`src/rtl/switch_pkg.sv`:
```
// Shared constants and types for the buffered, context-switched DySER fabric switch.
package switch_pkg;

  localparam int N_IN  = 5;
  localparam int N_OUT = 8;
  localparam int SEL_W = 3;

  localparam int CTX_WORD_W = 24;
  localparam logic [CTX_WORD_W-1:0] CTX_RESET = 24'o77777777;
  localparam logic [SEL_W-1:0] SEL_NONE = 3'd7;

  // input directions double as select values
  localparam int IN_N  = 0;
  localparam int IN_E  = 1;
  localparam int IN_W  = 2;
  localparam int IN_S  = 3;
  localparam int IN_NW = 4;

  // output index k owns select field [3k+2:3k] of the context word
  localparam int OUT_N  = 0;
  localparam int OUT_E  = 1;
  localparam int OUT_W  = 2;
  localparam int OUT_S  = 3;
  localparam int OUT_NW = 4;
  localparam int OUT_NE = 5;
  localparam int OUT_SW = 6;
  localparam int OUT_SE = 7;

  typedef enum logic [1:0] {
    RUN   = 2'd0,
    DRAIN = 2'd1,
    SWAP  = 2'd2
  } ctx_state_t;

  function automatic int sel_ofs(input int out_idx);
    return out_idx * SEL_W;
  endfunction

  function automatic logic [SEL_W-1:0] sel_field(input logic [CTX_WORD_W-1:0] word,
                                                 input int out_idx);
    return word[sel_ofs(out_idx) +: SEL_W];
  endfunction

endpackage

```
`src/rtl/switch_in_fifo.sv`:
```
// Per-input token FIFO; a push into a full FIFO is accepted only alongside a pop.
module switch_in_fifo #(
  parameter int DATA_W    = 64,
  parameter int BUF_DEPTH = 2
) (
  input  logic              clk,
  input  logic              rst,
  input  logic              push,
  input  logic              pop,
  input  logic [DATA_W-1:0] din,
  output logic [DATA_W-1:0] head,
  output logic              empty,
  output logic              full,
  output logic              overflow
);

  localparam int PTR_W = (BUF_DEPTH > 1) ? $clog2(BUF_DEPTH) : 1;
  localparam int CNT_W = $clog2(BUF_DEPTH + 1);
  localparam logic [PTR_W-1:0] PTR_LAST = PTR_W'(BUF_DEPTH - 1);
  localparam logic [PTR_W-1:0] PTR_ONE  = PTR_W'(1);
  localparam logic [CNT_W-1:0] CNT_MAX  = CNT_W'(BUF_DEPTH);
  localparam logic [CNT_W-1:0] CNT_ONE  = CNT_W'(1);

  logic [DATA_W-1:0] mem [BUF_DEPTH];
  logic [PTR_W-1:0]  rd_ptr, wr_ptr;
  logic [CNT_W-1:0]  count;
  logic              do_pop, do_push;

  assign empty    = (count == '0);
  assign full     = (count == CNT_MAX);
  assign do_pop   = pop && !empty;
  assign do_push  = push && (!full || do_pop);
  assign overflow = push && full && !do_pop;
  assign head     = mem[rd_ptr];

  always_ff @(posedge clk) begin
    if (do_push) mem[wr_ptr] <= din;
  end

  always_ff @(posedge clk or negedge rst) begin
    if (!rst) begin
      rd_ptr <= '0;
      wr_ptr <= '0;
      count  <= '0;
    end else begin
      if (do_push) wr_ptr <= (wr_ptr == PTR_LAST) ? '0 : wr_ptr + PTR_ONE;
      if (do_pop)  rd_ptr <= (rd_ptr == PTR_LAST) ? '0 : rd_ptr + PTR_ONE;
      if (do_push && !do_pop)      count <= count + CNT_ONE;
      else if (do_pop && !do_push) count <= count - CNT_ONE;
    end
  end

endmodule

```
`src/rtl/switch_ctx_buf.sv`:
```
// Buffered 5-in/8-out DySER switch with N_CTX routing contexts, credits and multicast.
// Optional stall_cnt output when SWITCH_STALL_CNT_EN is defined.
//   state | meaning
//   RUN   | routing under ctx_active, watching ctx_sel
//   DRAIN | routing under old context until FIFOs and outputs are empty
//   SWAP  | one cycle, no dequeue, ctx_active <= ctx_sel
module switch_ctx_buf
  import switch_pkg::*;
#(
  parameter int DATA_W    = 64,
  parameter int N_CTX     = 2,
  parameter int BUF_DEPTH = 2,
  localparam int CTX_W    = (N_CTX > 1) ? $clog2(N_CTX) : 1
) (
  input  logic              clk,
  input  logic              rst,
  input  logic [DATA_W:0]   d_in_NW,
  input  logic [DATA_W:0]   d_in_N,
  input  logic [DATA_W:0]   d_in_E,
  input  logic [DATA_W:0]   d_in_W,
  input  logic [DATA_W:0]   d_in_S,
  output logic              c_out_NW,
  output logic              c_out_N,
  output logic              c_out_E,
  output logic              c_out_W,
  output logic              c_out_S,
  output logic [DATA_W:0]   d_out_NW,
  output logic [DATA_W:0]   d_out_N,
  output logic [DATA_W:0]   d_out_NE,
  output logic [DATA_W:0]   d_out_E,
  output logic [DATA_W:0]   d_out_SE,
  output logic [DATA_W:0]   d_out_S,
  output logic [DATA_W:0]   d_out_SW,
  output logic [DATA_W:0]   d_out_W,
  input  logic              c_in_NW,
  input  logic              c_in_N,
  input  logic              c_in_NE,
  input  logic              c_in_E,
  input  logic              c_in_SE,
  input  logic              c_in_S,
  input  logic              c_in_SW,
  input  logic              c_in_W,
  input  logic              conf_en,
  input  logic [CTX_W-1:0]  conf_ctx,
  input  logic [CTX_W-1:0]  ctx_sel,
  output logic [CTX_W-1:0]  ctx_active,
  output logic              ctx_busy,
`ifdef SWITCH_STALL_CNT_EN
  output logic [15:0]       stall_cnt,
`endif
  output logic              err
);

  localparam int CRD_W     = $clog2(BUF_DEPTH + 1);
  localparam int CTX_SLOTS = 2 ** CTX_W;
  localparam logic [CRD_W-1:0] CRD_MAX = CRD_W'(BUF_DEPTH);
  localparam logic [CRD_W-1:0] CRD_ONE = CRD_W'(1);

  logic [DATA_W:0]       d_in    [N_IN];
  logic [DATA_W-1:0]     head    [N_IN];
  logic [N_IN-1:0]       push, pop, empty, full, overflow, blocked;
  logic [N_IN-1:0]       c_out_q;
  logic [N_OUT-1:0]      c_in, fire, crd_ovf, out_valid;
  logic [DATA_W-1:0]     route   [N_OUT];
  logic [DATA_W:0]       d_out_q [N_OUT];
  logic [CRD_W-1:0]      credit  [N_OUT];
  logic [SEL_W-1:0]      sel     [N_OUT];
  logic [CTX_WORD_W-1:0] ctx_mem [CTX_SLOTS];
  logic [CTX_WORD_W-1:0] ctx_word;
  logic                  conf_ok;
  ctx_state_t            state;

  assign d_in[IN_N]  = d_in_N;
  assign d_in[IN_E]  = d_in_E;
  assign d_in[IN_W]  = d_in_W;
  assign d_in[IN_S]  = d_in_S;
  assign d_in[IN_NW] = d_in_NW;

  assign c_in[OUT_N]  = c_in_N;
  assign c_in[OUT_E]  = c_in_E;
  assign c_in[OUT_W]  = c_in_W;
  assign c_in[OUT_S]  = c_in_S;
  assign c_in[OUT_NW] = c_in_NW;
  assign c_in[OUT_NE] = c_in_NE;
  assign c_in[OUT_SW] = c_in_SW;
  assign c_in[OUT_SE] = c_in_SE;

  assign d_out_N  = d_out_q[OUT_N];
  assign d_out_E  = d_out_q[OUT_E];
  assign d_out_W  = d_out_q[OUT_W];
  assign d_out_S  = d_out_q[OUT_S];
  assign d_out_NW = d_out_q[OUT_NW];
  assign d_out_NE = d_out_q[OUT_NE];
  assign d_out_SW = d_out_q[OUT_SW];
  assign d_out_SE = d_out_q[OUT_SE];

  assign c_out_N  = c_out_q[IN_N];
  assign c_out_E  = c_out_q[IN_E];
  assign c_out_W  = c_out_q[IN_W];
  assign c_out_S  = c_out_q[IN_S];
  assign c_out_NW = c_out_q[IN_NW];

  // Context store: slots beyond N_CTX stay at reset and are never written.
  assign conf_ok  = (32'(conf_ctx) < N_CTX);
  assign ctx_word = ctx_mem[ctx_active];

  always_ff @(posedge clk or negedge rst) begin
    if (!rst) begin
      for (int k = 0; k < CTX_SLOTS; k++) ctx_mem[k] <= CTX_RESET;
    end else if (conf_en && conf_ok) begin
      ctx_mem[conf_ctx] <= d_in_N[CTX_WORD_W:1];
    end
  end

  for (genvar o = 0; o < N_OUT; o++) begin : g_sel
    logic [SEL_W-1:0] field;
    assign field        = sel_field(ctx_word, o);
    assign sel[o]       = (field < SEL_W'(N_IN)) ? field : SEL_NONE;
    assign out_valid[o] = d_out_q[o][0];
  end

  // The config word rides on d_in_N, so it must not also become a token.
  always_comb begin
    for (int i = 0; i < N_IN; i++) push[i] = d_in[i][0];
    if (conf_en) push[IN_N] = 1'b0;
  end

  for (genvar i = 0; i < N_IN; i++) begin : g_fifo
    switch_in_fifo #(
      .DATA_W   (DATA_W),
      .BUF_DEPTH(BUF_DEPTH)
    ) u_fifo (
      .clk     (clk),
      .rst     (rst),
      .push    (push[i]),
      .pop     (pop[i]),
      .din     (d_in[i][DATA_W:1]),
      .head    (head[i]),
      .empty   (empty[i]),
      .full    (full[i]),
      .overflow(overflow[i])
    );
  end

  // A head leaves only when every output selecting it has credit (all-or-nothing multicast).
  always_comb begin
    blocked = '0;
    for (int i = 0; i < N_IN; i++) begin
      for (int o = 0; o < N_OUT; o++) begin
        if (sel[o] == SEL_W'(i) && credit[o] == '0) blocked[i] = 1'b1;
      end
    end
    pop = ~empty & ~blocked & {N_IN{state != SWAP}};
  end

  always_comb begin
    fire    = '0;
    crd_ovf = '0;
    for (int o = 0; o < N_OUT; o++) begin
      route[o] = '0;
      for (int i = 0; i < N_IN; i++) begin
        if (sel[o] == SEL_W'(i) && pop[i]) begin
          fire[o]  = 1'b1;
          route[o] = head[i];
        end
      end
      crd_ovf[o] = c_in[o] && !fire[o] && (credit[o] == CRD_MAX);
    end
  end

  always_ff @(posedge clk or negedge rst) begin
    if (!rst) begin
      for (int o = 0; o < N_OUT; o++) begin
        d_out_q[o] <= '0;
        credit[o]  <= CRD_MAX;
      end
      c_out_q <= '0;
      err     <= 1'b0;
    end else begin
      for (int o = 0; o < N_OUT; o++) begin
        d_out_q[o] <= fire[o] ? {route[o], 1'b1} : '0;
        if (fire[o] && !c_in[o])
          credit[o] <= credit[o] - CRD_ONE;
        else if (!fire[o] && c_in[o] && credit[o] != CRD_MAX)
          credit[o] <= credit[o] + CRD_ONE;
      end
      c_out_q <= pop;
      if (|(overflow & full) || |crd_ovf) err <= 1'b1;
    end
  end

  always_ff @(posedge clk or negedge rst) begin
    if (!rst) begin
      state      <= RUN;
      ctx_active <= '0;
      ctx_busy   <= 1'b0;
    end else begin
      case (state)
        RUN: begin
          if (ctx_sel != ctx_active) begin
            state    <= DRAIN;
            ctx_busy <= 1'b1;
          end
        end
        DRAIN: begin
          if (&empty && !(|out_valid)) state <= SWAP;
        end
        SWAP: begin
          ctx_active <= ctx_sel;
          ctx_busy   <= 1'b0;
          state      <= RUN;
        end
        default: begin
          state    <= RUN;
          ctx_busy <= 1'b0;
        end
      endcase
    end
  end

`ifdef SWITCH_STALL_CNT_EN
  always_ff @(posedge clk or negedge rst) begin
    if (!rst) begin
      stall_cnt <= '0;
    end else if (|(~empty & blocked) && stall_cnt != 16'hFFFF) begin
      stall_cnt <= stall_cnt + 16'd1;
    end
  end
`endif

endmodule

```
`config.mk`:
```
export PLATFORM = sky130hd
export DESIGN_NAME = switch_ctx_buf
export DESIGN_NICKNAME = d
export VERILOG_FILES = /design/src/rtl/switch_pkg.sv /design/src/rtl/switch_in_fifo.sv /design/src/rtl/switch_ctx_buf.sv
export SDC_FILE = /design/constraint.sdc
export NUM_CORES = 2
export LEC_CHECK = 0
export ABC_CLOCK_PERIOD_IN_PS = 6200
export CORE_ASPECT_RATIO = 0.5
export CORE_MARGIN = 2
export CORE_UTILIZATION = 35
export CTS_CLUSTER_DIAMETER = 60
export DETAILED_ROUTE_END_ITERATION = 16
export PLACE_DENSITY = 0.61
export SLEW_MARGIN = 5
export SYNTH_ARGS = -nofsm -noshare
export SYNTH_HDL_FRONTEND = slang
export SYNTH_SLANG_ARGS = --single-unit
```
`constraint.sdc`:
```
create_clock -name clk -period 6.2 [get_ports clk]
set_input_delay 1.24 -clock clk [delete_from_list [all_inputs] [get_ports clk]]
set_output_delay 1.24 -clock clk [all_outputs]
set_load 0.05 [all_outputs]
```
==> summary.txt <==
postcts setup bufs - 0
Final Max Slew Viols - 0
Via density - 6.52
Sum Neg Setup Slack - 0 ns
clk_lat worst skew - 0.79 ns
clk slew on worst S/H paths - 0.07 ns
pwr dens - 573 nW/µm²
clk_skew - 0.0354 ns
root buf cell - clkbuf_16
max-cap violations - 0
area of the die - 161000 µm²
total I/O pin count - 866
Placement Cell Area - 66500 µm²
number of cells on the worst reg-to-reg path - 8
critical path class - flop to flop
ANT nets after route - 0
cell count after placement - 7314
gr usage total - 0.340
Final Worst Setup Slack - 1.00 ns
distinct cell type count after synthesis - 82
Clock Sinks - 1254
final core occ - 0.457
drt drc - 0
Worst setup EP type - flop
via count - 49600
Hold Buf Count CTS - 0
crit path to - credit[4]
row cnt - 102
CTS Buf Count - 130
area leader, netlist - edfxtp_1
Starting Density - 0.354
count of final hold-check violations - 0
share of layout cells above drive strength 1 - 0.0935
final instance area - 71100 µm²
Worst Tran Pin Value - 1.29 ns
Initial DRC Count - 9827
vias in the first global route - 47200
Post-Place Setup Slack - 1.21 ns
Synth async-reset ratio - 0.490
Required @ worst endpoint - 6.90 ns
startpoint types - flop
Mapped Nets - 4969
crit path from - ctx_active
pin count of the biggest net entering global routing - 164
most frequent cell after synthesis - o22ai_1
top post-synthesis cells by area - edfxtp_1 (35%), dfrtp_1 (25%), o22ai_1 (9.2%)
initial antenna violation count - 71
minimum clock period - 5.20 ns
synth warn - 0
Resize count post-CTS - 0
Avg Cell Area, Syn - 11.9 µm²
die height - 285 µm
final WL - 283 mm
worst r2r dst - credit[4]
RD Place Congestion - 0.956
Cell Area, Synth - 55100 µm²
# setup viols final - 0
Post-synth top flop - edfxtp_1
Worst VDD drop - 0.355 mV
Fmax - 192 MHz
final non-filler cell total - 7614
placed wire-length estimate - 182 mm
synth-to-layout area growth - 29.1%
Synth top area share - 0.349
Tcrit/Tclk final - 0.839
critical-path cell list - nor4b_1 -> o21ai_0 -> o2111a_1 -> nand3_1 -> or3_4 -> nand4_2 -> or3b_2 -> nand3_1
CP most frequent cell - nand3_1
crit path max fanout - 50
P_leak - 27.9 nW
Synth top cells by count - o22ai_1 (813), edfxtp_1 (640), dfrtp_1 (558)
slowest cell delay on critical path - 1.00 ns
synthesized flop and latch total - 1254
Power Total - 40.8 mW
crit path DAT - 5.90 ns
nets@finish - 5709
Mapped Cells - 4626
RSZ-0062 raised after global routing - false
clk buf depth - 3
drt pass-1 iters - 17
status - finished, final reports clean
first-pass GRT wire length - 381 mm
Routed wire per std cell - 37.2 µm
relative slew slack - 0.112
Fillers - 13700
hold slack - 0.474 ns
CTS H-Tree Depth - 4
critical path depth in cells - 8
grt total ovfl - 0
Seq/Total Area, Yosys - 0.629
Bufs and invs on worst path - 0
crit-path leading delay family - simple AND/OR/NAND/NOR gates
core area - 156000 µm²
number of synthesized flops with an enable pin - 640
Die Span X - 565 µm
Buffers on Ports - 865
TritonCTS clock tree - built
reg2reg start - ctx_active
worst hold path type - input port to async pin
Critical-path top delay cell - or3_4
FF-to-FF setup slack - 1.0 ns
area by class of cell:
type | count | area [µm²] | share of cell area
Antenna cell | 59 | 148 | 0.00208
Clock buffer | 175 | 3680 | 0.0518
Clock inverter | 66 | 761 | 0.0107
Inverter | 27 | 101 | 0.00143
Multi-Input combinational cell | 2988 | 19300 | 0.271
Sequential cell | 1254 | 34700 | 0.488
Tap cell | 2080 | 2600 | 0.0366
Timing Repair Buffer | 965 | 9860 | 0.139
how the worst min path moves through the flow:
stage	end	slack [ns]	depth (start not counted)
2_1_floorplan	g_fifo[4].u_fifo.count[1]	0.45	1
6_report	d_out_S[61]	0.47	1
3_5_place_dp	g_fifo[4].u_fifo.count[1]	0.49	1
3_3_place_gp	g_fifo[4].u_fifo.count[1]	0.47	1
4_1_cts	d_out_W[60]	0.47	1
5_1_grt	d_out_S[63]	0.51	1
kinds of logic after synthesis:
logic type | after synthesis | share of synthesized area
simple gates | 1308 | 0.119
flops | 1254 | 0.629
compound gates | 1239 | 0.144
mux | 396 | 0.0735
buf+inv | 384 | 0.0276
xor+xnor | 40 | 0.00636
fa+ha+maj | 5 | 0.00114
routing by layer:
| metal | vias to the layer above | track usage | routed length (µm) |
|---|---|---|---|
| met4 | 8 | 0.239 | 23500 |
| met1 | 24600 | 0.422 | 101000 |
| met5 | - | 0.00238 | 74 |
| met3 | 1164 | 0.107 | 36200 |
| met2 | 4553 | 0.502 | 123000 |
| li1 | 19300 | - | - |
cell usage in the layout (no fill, tap or decap), drive strengths merged, types with 59 or more instances in the layout:
master,instances
nor2b,70
or3,257
clkdlybuf4s50,864
edfxtp,640
diode,59
dfrtp,558
nor3,250
buf,101
nor2,506
o21ai,96
mux2,61
o22ai,813
a21oi,121
mux2i,335
clkbuf,175
nand2,94
o221ai,75
where the power goes:
group / switching (mW) / internal, mW / leakage (nW)
clock: 3.60 / 4.69 / 2.15
combinational: 13.9 / 5.54 / 11.9
sequential: 1.64 / 11.4 / 13.8
total: 19.2 / 21.6 / 27.9
registers in the layout, summed over array words and instances (netlist names):
| name | flops |
|---|---|
| g_fifo.u_fifo.mem | 640 |
| d_out_E | 65 |
| d_out_NE | 65 |
| d_out_NW | 65 |
| d_out_N | 65 |
| d_out_SE | 65 |
| d_out_SW | 65 |
| d_out_S | 65 |
| d_out_W | 65 |
| ctx_mem | 48 |
| credit | 16 |
| g_fifo.u_fifo.count | 10 |
| c_out_q | 5 |
| g_fifo.u_fifo.rd_ptr | 5 |
| g_fifo.u_fifo.wr_ptr | 5 |
| state | 2 |
| ctx_active | 1 |
| ctx_busy | 1 |
| err | 1 |
Note: power is estimated with default switching activity, not from simulation.
